**src/rtl/counter_bank.sv**
```systemverilog
// counter_bank: a bank of N_CH independent up/down counters driven by one shared
// programmable prescaler. Each channel can be cleared, stepped manually, or auto-count
// on prescaler ticks, and raises single-cycle zero, compare and wrap event pulses.
//
// Optional feature: define COUNTER_BANK_SNAPSHOT_EN to build the snapshot capture
// registers behind snap_count. Without it, snapshot is ignored and snap_count is 0.
//
// Reset is synchronous and active-high. All state changes on the rising edge of clk.

module counter_bank #(
  parameter int unsigned          N_CH      = 2,
  parameter int unsigned          WIDTH     = 8,
  parameter int unsigned          DIV_WIDTH = 24,
  parameter logic [DIV_WIDTH-1:0] DIV_RESET = 24'h400000
) (
  input  logic                  clk,
  input  logic                  reset,
  input  logic                  div_load,
  input  logic [DIV_WIDTH-1:0]  div_value,
  output logic                  tick,
  input  logic [N_CH-1:0]       ch_reset,
  input  logic [N_CH-1:0]       ch_up,
  input  logic [N_CH-1:0]       ch_down,
  input  logic [N_CH-1:0]       ch_auto,
  input  logic [N_CH-1:0]       ch_dir,
  input  logic [N_CH-1:0]       ch_oneshot,
  input  logic [N_CH*WIDTH-1:0] cmp_value,
  output logic [N_CH*WIDTH-1:0] count,
  output logic [N_CH-1:0]       done,
  output logic [N_CH-1:0]       zero_pulse,
  output logic [N_CH-1:0]       cmp_pulse,
  output logic [N_CH-1:0]       wrap_pulse,
  input  logic                  snapshot,
  output logic [N_CH*WIDTH-1:0] snap_count
);

  // ---------------------------------------------------------------------------
  // Shared prescaler
  // ---------------------------------------------------------------------------

  logic [DIV_WIDTH-1:0] div_q, div_d;
  logic [DIV_WIDTH-1:0] reload_q, reload_d;
  logic                 tick_q, tick_d;

  // Down-counter reloads on reaching zero; a load overrides the count and suppresses
  // a new tick that cycle, while a tick already registered still goes out.
  always_comb begin
    reload_d = reload_q;
    div_d    = div_q - DIV_WIDTH'(1);
    tick_d   = 1'b0;
    if (div_load) begin
      reload_d = div_value;
      div_d    = div_value;
    end else if (div_q == '0) begin
      div_d  = reload_q;
      tick_d = 1'b1;
    end
  end

  // Prescaler state registers.
  always_ff @(posedge clk) begin
    if (reset) begin
      div_q    <= DIV_RESET;
      reload_q <= DIV_RESET;
      tick_q   <= 1'b0;
    end else begin
      div_q    <= div_d;
      reload_q <= reload_d;
      tick_q   <= tick_d;
    end
  end

  assign tick = tick_q;

  // ---------------------------------------------------------------------------
  // Counter channels
  // ---------------------------------------------------------------------------

  logic [N_CH-1:0][WIDTH-1:0] count_q, count_d;
  logic [N_CH-1:0]            done_q, done_d;
  logic [N_CH-1:0]            wrap_q, wrap_d;
  logic [N_CH-1:0]            zero_pulse_q, cmp_pulse_q;
  logic [N_CH-1:0]            zero_prev_q, cmp_prev_q;
  logic [N_CH-1:0]            zero_now, cmp_now;
  logic [N_CH-1:0]            at_max, at_min;

  // Per-channel level conditions on the current count.
  for (genvar g = 0; g < N_CH; g++) begin : g_match
    assign zero_now[g] = (count_q[g] == '0);
    assign cmp_now[g]  = (count_q[g] == cmp_value[g*WIDTH +: WIDTH]);
    assign at_max[g]   = &count_q[g];
    assign at_min[g]   = ~|count_q[g];
  end

  // Next count: clear > up > down > auto step. A one-shot auto step that would wrap
  // holds at the terminal value and latches done instead.
  always_comb begin
    count_d = count_q;
    done_d  = done_q;
    wrap_d  = '0;
    for (int i = 0; i < N_CH; i++) begin
      if (ch_reset[i]) begin
        count_d[i] = '0;
        done_d[i]  = 1'b0;
      end else if (ch_up[i]) begin
        count_d[i] = count_q[i] + WIDTH'(1);
        wrap_d[i]  = at_max[i];
      end else if (ch_down[i]) begin
        count_d[i] = count_q[i] - WIDTH'(1);
        wrap_d[i]  = at_min[i];
      end else if (ch_auto[i] && tick_q && !done_q[i]) begin
        if (!ch_dir[i]) begin
          if (at_max[i] && ch_oneshot[i]) begin
            done_d[i] = 1'b1;
          end else begin
            count_d[i] = count_q[i] + WIDTH'(1);
            wrap_d[i]  = at_max[i];
          end
        end else begin
          if (at_min[i] && ch_oneshot[i]) begin
            done_d[i] = 1'b1;
          end else begin
            count_d[i] = count_q[i] - WIDTH'(1);
            wrap_d[i]  = at_min[i];
          end
        end
      end
    end
  end

  // Channel state and edge-detected event pulses. Match history resets to 1 so that
  // the all-zero count right after reset does not raise a pulse.
  always_ff @(posedge clk) begin
    if (reset) begin
      count_q      <= '0;
      done_q       <= '0;
      wrap_q       <= '0;
      zero_pulse_q <= '0;
      cmp_pulse_q  <= '0;
      zero_prev_q  <= '1;
      cmp_prev_q   <= '1;
    end else begin
      count_q      <= count_d;
      done_q       <= done_d;
      wrap_q       <= wrap_d;
      zero_pulse_q <= zero_now & ~zero_prev_q;
      cmp_pulse_q  <= cmp_now & ~cmp_prev_q;
      zero_prev_q  <= zero_now;
      cmp_prev_q   <= cmp_now;
    end
  end

  assign count      = count_q;
  assign done       = done_q;
  assign wrap_pulse = wrap_q;
  assign zero_pulse = zero_pulse_q;
  assign cmp_pulse  = cmp_pulse_q;

  // ---------------------------------------------------------------------------
  // Snapshot capture
  // ---------------------------------------------------------------------------

`ifdef COUNTER_BANK_SNAPSHOT_EN
  logic [N_CH-1:0][WIDTH-1:0] snap_q;

  // Capture all channels atomically, using the counts from before this edge's update.
  always_ff @(posedge clk) begin
    if (reset) begin
      snap_q <= '0;
    end else if (snapshot) begin
      snap_q <= count_q;
    end
  end

  assign snap_count = snap_q;
`else
  logic unused_snapshot;
  assign unused_snapshot = snapshot;
  assign snap_count      = '0;
`endif

endmodule

```
**config.mk**
```make
export PLATFORM = sky130hd
export DESIGN_NAME = counter_bank
export DESIGN_NICKNAME = d
export VERILOG_FILES = /design/src/rtl/counter_bank.sv
export SDC_FILE = /design/constraint.sdc
export NUM_CORES = 1
export LEC_CHECK = 0
export CORE_MARGIN = 2
export CORE_UTILIZATION = 54
export DETAILED_ROUTE_END_ITERATION = 8
export PLACE_DENSITY = 0.85
export SLEW_MARGIN = 20
export SYNTH_ARGS = -nofsm -noshare
export SYNTH_HDL_FRONTEND = slang
export SYNTH_SLANG_ARGS = --single-unit
```
**constraint.sdc**
```tcl
create_clock -name clk -period 3.6 [get_ports clk]
set_input_delay 1.08 -clock clk [delete_from_list [all_inputs] [get_ports clk]]
set_output_delay 1.08 -clock clk [all_outputs]
set_load 0.03 [all_outputs]
```
Word level (Yosys, flattened, before mapping)

Cells that the tools add are included.

Flip-flop bits (word level): 77
Bits of input ports: 56
Logic and storage cells: 97

Add/sub/neg operators: 5
Eq/ne operators: 8
Mux-type cells: 33
Bitwise logic cells: 8
Reduce and logical (&&, ||, !) cells: 30

Operator list:

| cell                                                                    | number |
|---|---|
| 8-bit two-way mux                                                       | 12 |
| 24-bit two-way mux                                                      | 2 |
| 24-bit logical NOT                                                      | 1 |
| 24-bit by 1-bit subtractor with 24-bit output, second input constant    | 1 |
| 1-bit two-way mux                                                       | 19 |
| 8-bit by 1-bit adder with 8-bit output, second input constant           | 2 |
| 8-bit equality test                                                     | 2 |
| 8-bit logical NOT                                                       | 2 |
| 4-bit inequality test, second input constant                            | 4 |
| 8-bit AND reduction                                                     | 2 |
| 8-bit OR reduction                                                      | 2 |
| 8-bit by 1-bit subtractor with 8-bit output, second input constant      | 2 |
| 5-bit AND reduction                                                     | 2 |
| 1-bit logical AND                                                       | 8 |
| 3-bit AND reduction                                                     | 2 |
| 3-bit nonzero test                                                      | 2 |
| 2-bit OR reduction                                                      | 3 |
| 2-bit bitwise AND                                                       | 2 |
| 1-bit logical NOT                                                       | 4 |
| 2-bit by 1-bit inequality test with 1-bit output, second input constant | 2 |
| 1-bit NOT                                                               | 4 |
| 2-bit NOT                                                               | 2 |
| 2-bit nonzero test                                                      | 2 |

Depth between registers and ports, before layout

Depth after elaboration: 8
Mapped depth: 8

Worst setup path before layout

No wires, ideal clock.

Path type: input to register
Start: input ch_up[0]
End: register count_q, in the netlist count[7]
Arrival time: 2.470 ns
Required time: 3.530 ns
Setup slack: 1.060 ns
Cell stages on the path: 5
Path buffers: 0
Cells stage by stage: o21bai_1 -> or4_1 -> o22a_1 -> or4_1 -> a21oi_1

Word-level cells in the longest chain between the ends: 2

Ends and longest elaborated chain:

| item                                                                                | line | text |
|---|---|---|
| from (decl)                                                                         | 22   | `input logic [N_CH-1:0] ch_up,` |
| 4-bit inequality test (no source line) / 3-bit nonzero test (equally long branches) | n/a  |  |
| 3-bit AND reduction (no source line)                                                | n/a  |  |
| to (signal assigned)                                                                | 143  | `count_q <= count_d;` |
| to (decl)                                                                           | 79   | `logic [N_CH-1:0][WIDTH-1:0] count_q, count_d;` |

Parallel ways exist; a longest one is shown, timed or not.
A chain may end at the register's enable or synchronous reset.

Final worst setup path

Start: input ch_dir[0]
End: register count_q, in the netlist count[7]

Word-level cells in the longest chain between the ends: 4

Ends and longest elaborated chain:

| item              | line | text |
|---|---|---|
| from (decl)       | 25   | `input logic [N_CH-1:0] ch_dir,` |
| 8-bit two-way mux | 112  | `if (!ch_dir[i]) begin` |
| 8-bit two-way mux | 111  | `end else if (ch_auto[i] && tick_q && !done_q[i]) begin` |
| 8-bit two-way mux | 108  | `end else if (ch_down[i]) begin` |
| 8-bit two-way mux | 105  | `end else if (ch_up[i]) begin` |

Parallel ways exist; a longest one is shown, timed or not. The select of a mux whose other input is x is not followed.

==> impl_metrics.yaml <==
cts:
  insertion_delay_ns: 0.35
  cts_resized: 0
  post_cts_buffers: 0
  cts_buffers: 9
  cts_hold_buf: 0
  clk_pin_slew_ns: 0.08
  cts.sinks: 77
  htree_levels: 3
  cts_buffer_depth: 2
  cts_tree: "yes"
  root_buffer: "clkbuf_8"
sta:
  period_needed_ns: 2.85
  hold_viol_final: 0
  clock.fmax_mhz: 351
  relSlewSlack_pct: 57.3
  tns_ns: 0
  skew_ns: 0.0102
  rsz0062_at_grt: "no"
  worst_pin_slew_ns: 0.634
  drv_slew: 0
  period_share_pct: 79.1
  setup_viol: 0
final_layout:
  finalInstanceArea_um2: 5160
  area_delta_synth_final_pct: 24.4
  regArea_um2: 1540
  stdcell_count: 658
  nets: 618
  drive_above_1_share_pct: 6.98
  multi_input_area_um2: 2380
  antenna_cells: 0
  nFillCells: 584
route:
  dr.pass1.iters: 5
  remaining_drc_errors: 0
  wire_per_inst_um: 14.2
  totalWireLength_um: 9340
  via_count: 3743
  via_per_inst: 5.69
  drt_iter0_markers: 161
  ant_nets: 0
critical_path:
  required_ns: 3.89
  crit_path_end_kind: "flop"
  worstPathMaxFanout: 5
  cp_common_cell: "or4_1"
  cp.arrival_ns: 3.13
  cp-start-kind: "primary input"
  r2r_setup_slack_ns: 1.37
  crit_path_cell_trace: "clkdlybuf4s50_1 -> o21bai_1 -> or4_1 -> o22a_1 -> or4_1 -> a21oi_1"
  slowest_delay_ns: 0.56
  critPathSlowestCell: "clkdlybuf4s50_1"
  critical_path_class: "in -> reg"
global_route:
  gr-total-overflow: 0
  grt_use_total_pct: 22.9
  grt_pass1_vias: 3461
  grt_max_degree: 52
  antenna_found_initial: 0
  grt_pass1_wl_um: 15900
status:
  status: "complete, no violations"
synthesis:
  ys_seq_elements: 77
  synthCells: 490
  syn-cell-area_um2: 4150
  syn_avg_cell_area_um2: 8.47
  synth-edff-count: 0
  seq_area_frac_synth_pct: 37.1
  synth_flop_cell: "dfxtp_1"
  synth_cell_type_count: 56
  yosys_warnings: 0
  async_flop_share_pct: 0
floorplanning:
  design.core.area_um2: 7330
  std_cell_rows: 31
  io_pins: 97
  start_util_pct: 56.6
  die_area_um2: 8400
  die_h_um: 91.7
  dieWidth_um: 91.7
min_path:
  holdCritPathClass: "reg -> reg"
placement:
  dp_cells: 641
  io_buffers: 79
  hpwl_um: 6680
  gp_congestion: 0.869
  dpl_cell_area_um2: 4930
pwr:
  fin_total_pwr_uw: 2140
  power.leakage_uw: 0.00192
  powerDensity_nw_per_um2: 415
  irDropWorstVdd_mv: 0.214
job:
  maxCapViolCount: 0
## metrics by stage
| step | hold WS, ns | setup slack [ns] | util (%) |
|---|---|---|---|
| after floorplan | 0.368 | 1.06 | - |
| after global placement | 0.373 | 0.474 | 67.2 |
| after detailed placement | 0.380 | 0.405 | 67.2 |
| after CTS | 0.394 | 0.751 | 70.3 |
| after global routing | 0.399 | 0.648 | 70.4 |
| final | 0.392 | 0.753 | 70.4 |
## final cells by class
class	count	area share, %
clock buffers	12	3.01
repair buffers	86	16.7
clock inverters	4	1.36
multi-input cells	373	46.1
inverters	7	0.509
well taps	99	2.40
flip-flops and latches	77	29.9
## power breakdown
group          internal [uW]  switching (uW)
Sequential               906            55.6
Clock                    427             309
Combinational            210             236
## flip-flops by register name, indices dropped and copies added (netlist names)
| register | count |
|---|---|
| done | 2 |
| reload_q | 24 |
| tick | 1 |
| cmp_pulse | 2 |
| count | 16 |
| wrap_pulse | 2 |
| div_q | 24 |
| zero_pulse | 2 |
| zero_prev_q | 2 |
| cmp_prev_q | 2 |
## critical path: cells and delay by family
kind            cells  cell delay, ns
buf+inv             1            0.56
compound gates      3            0.60
simple gates        2            0.89
## cells in the mapped netlist (7+ instances only)
cell type / n / area share (%)
dfxtp_1: 77 / 37
buf_2: 8 / 0.96
nor3_1: 12 / 1.4
o221ai_1: 11 / 2.3
nor2_1: 35 / 3.2
nand2_1: 33 / 3.0
o21ai_0: 9 / 1.1
nand2b_1: 28 / 4.2
xor2_1: 13 / 2.7
xnor2_1: 26 / 5.5
inv_1: 7 / 0.63
clkbuf_1: 20 / 1.8
buf_4: 16 / 2.9
nand3_1: 9 / 1.1
o22ai_1: 9 / 1.4
o31ai_1: 9 / 1.6
a21oi_1: 32 / 3.9
ha_1: 8 / 2.4
nand4_1: 13 / 2.0
mux2i_1: 10 / 2.4
nor4_1: 8 / 1.2
or3_1: 22 / 3.3
## cells in the final DEF (no fill, tap or decap), types with 6 or more instances in the layout
master,netlist,final
dfxtp_1,77,77
a21oi_1,32,32
o221ai_1,11,11
and3_1,6,6
o22ai_1,9,9
o21ai_0,9,9
nor2_1,35,35
nor4_1,8,8
nand2_1,33,33
ha_1,8,8
clkbuf_8,0,11
nand3_1,9,9
or3_1,22,22
inv_1,7,7
nor3_1,12,12
nand4_1,13,13
conb_1,1,16
xnor2_1,26,26
xor2_1,13,13
o31ai_1,9,9
nand2b_1,28,28
mux2i_1,10,10
clkdlybuf4s50_1,0,78
## per-layer routing
metal	GRT usage (%)	part of all wire (%)	vias up
li1	-	-	1866
met1	30.5	44	1728
met2	37.5	48	125
met3	3.29	5.1	24
met4	8.96	2.3	0
met5	0	0	-
## final timing paths
kind | startpoint | endpoint | cells after the start
worst max-delay path | ch_dir[0] | count[7]$_SDFFE_PP0P_ | 6
worst min-delay path | cmp_prev_q[0]$_SDFF_PP1_ | cmp_pulse[0]$_SDFF_PP0_ | 1
worst max register to register | div_q[17]$_SDFF_PP0_ | div_q[12]$_SDFF_PP0_ | 6
worst min register to register | cmp_prev_q[0]$_SDFF_PP1_ | cmp_pulse[0]$_SDFF_PP0_ | 1
## cells by family after synthesis
logic type	synth area share, %
simple gates	26.6
compound gates	16.3
flops	37.1
buf+inv	6.84
xor+xnor	8.23
mux	2.41
fa+ha+maj	2.41
other cells	0.0904
Power figures use the tool's default switching activity.
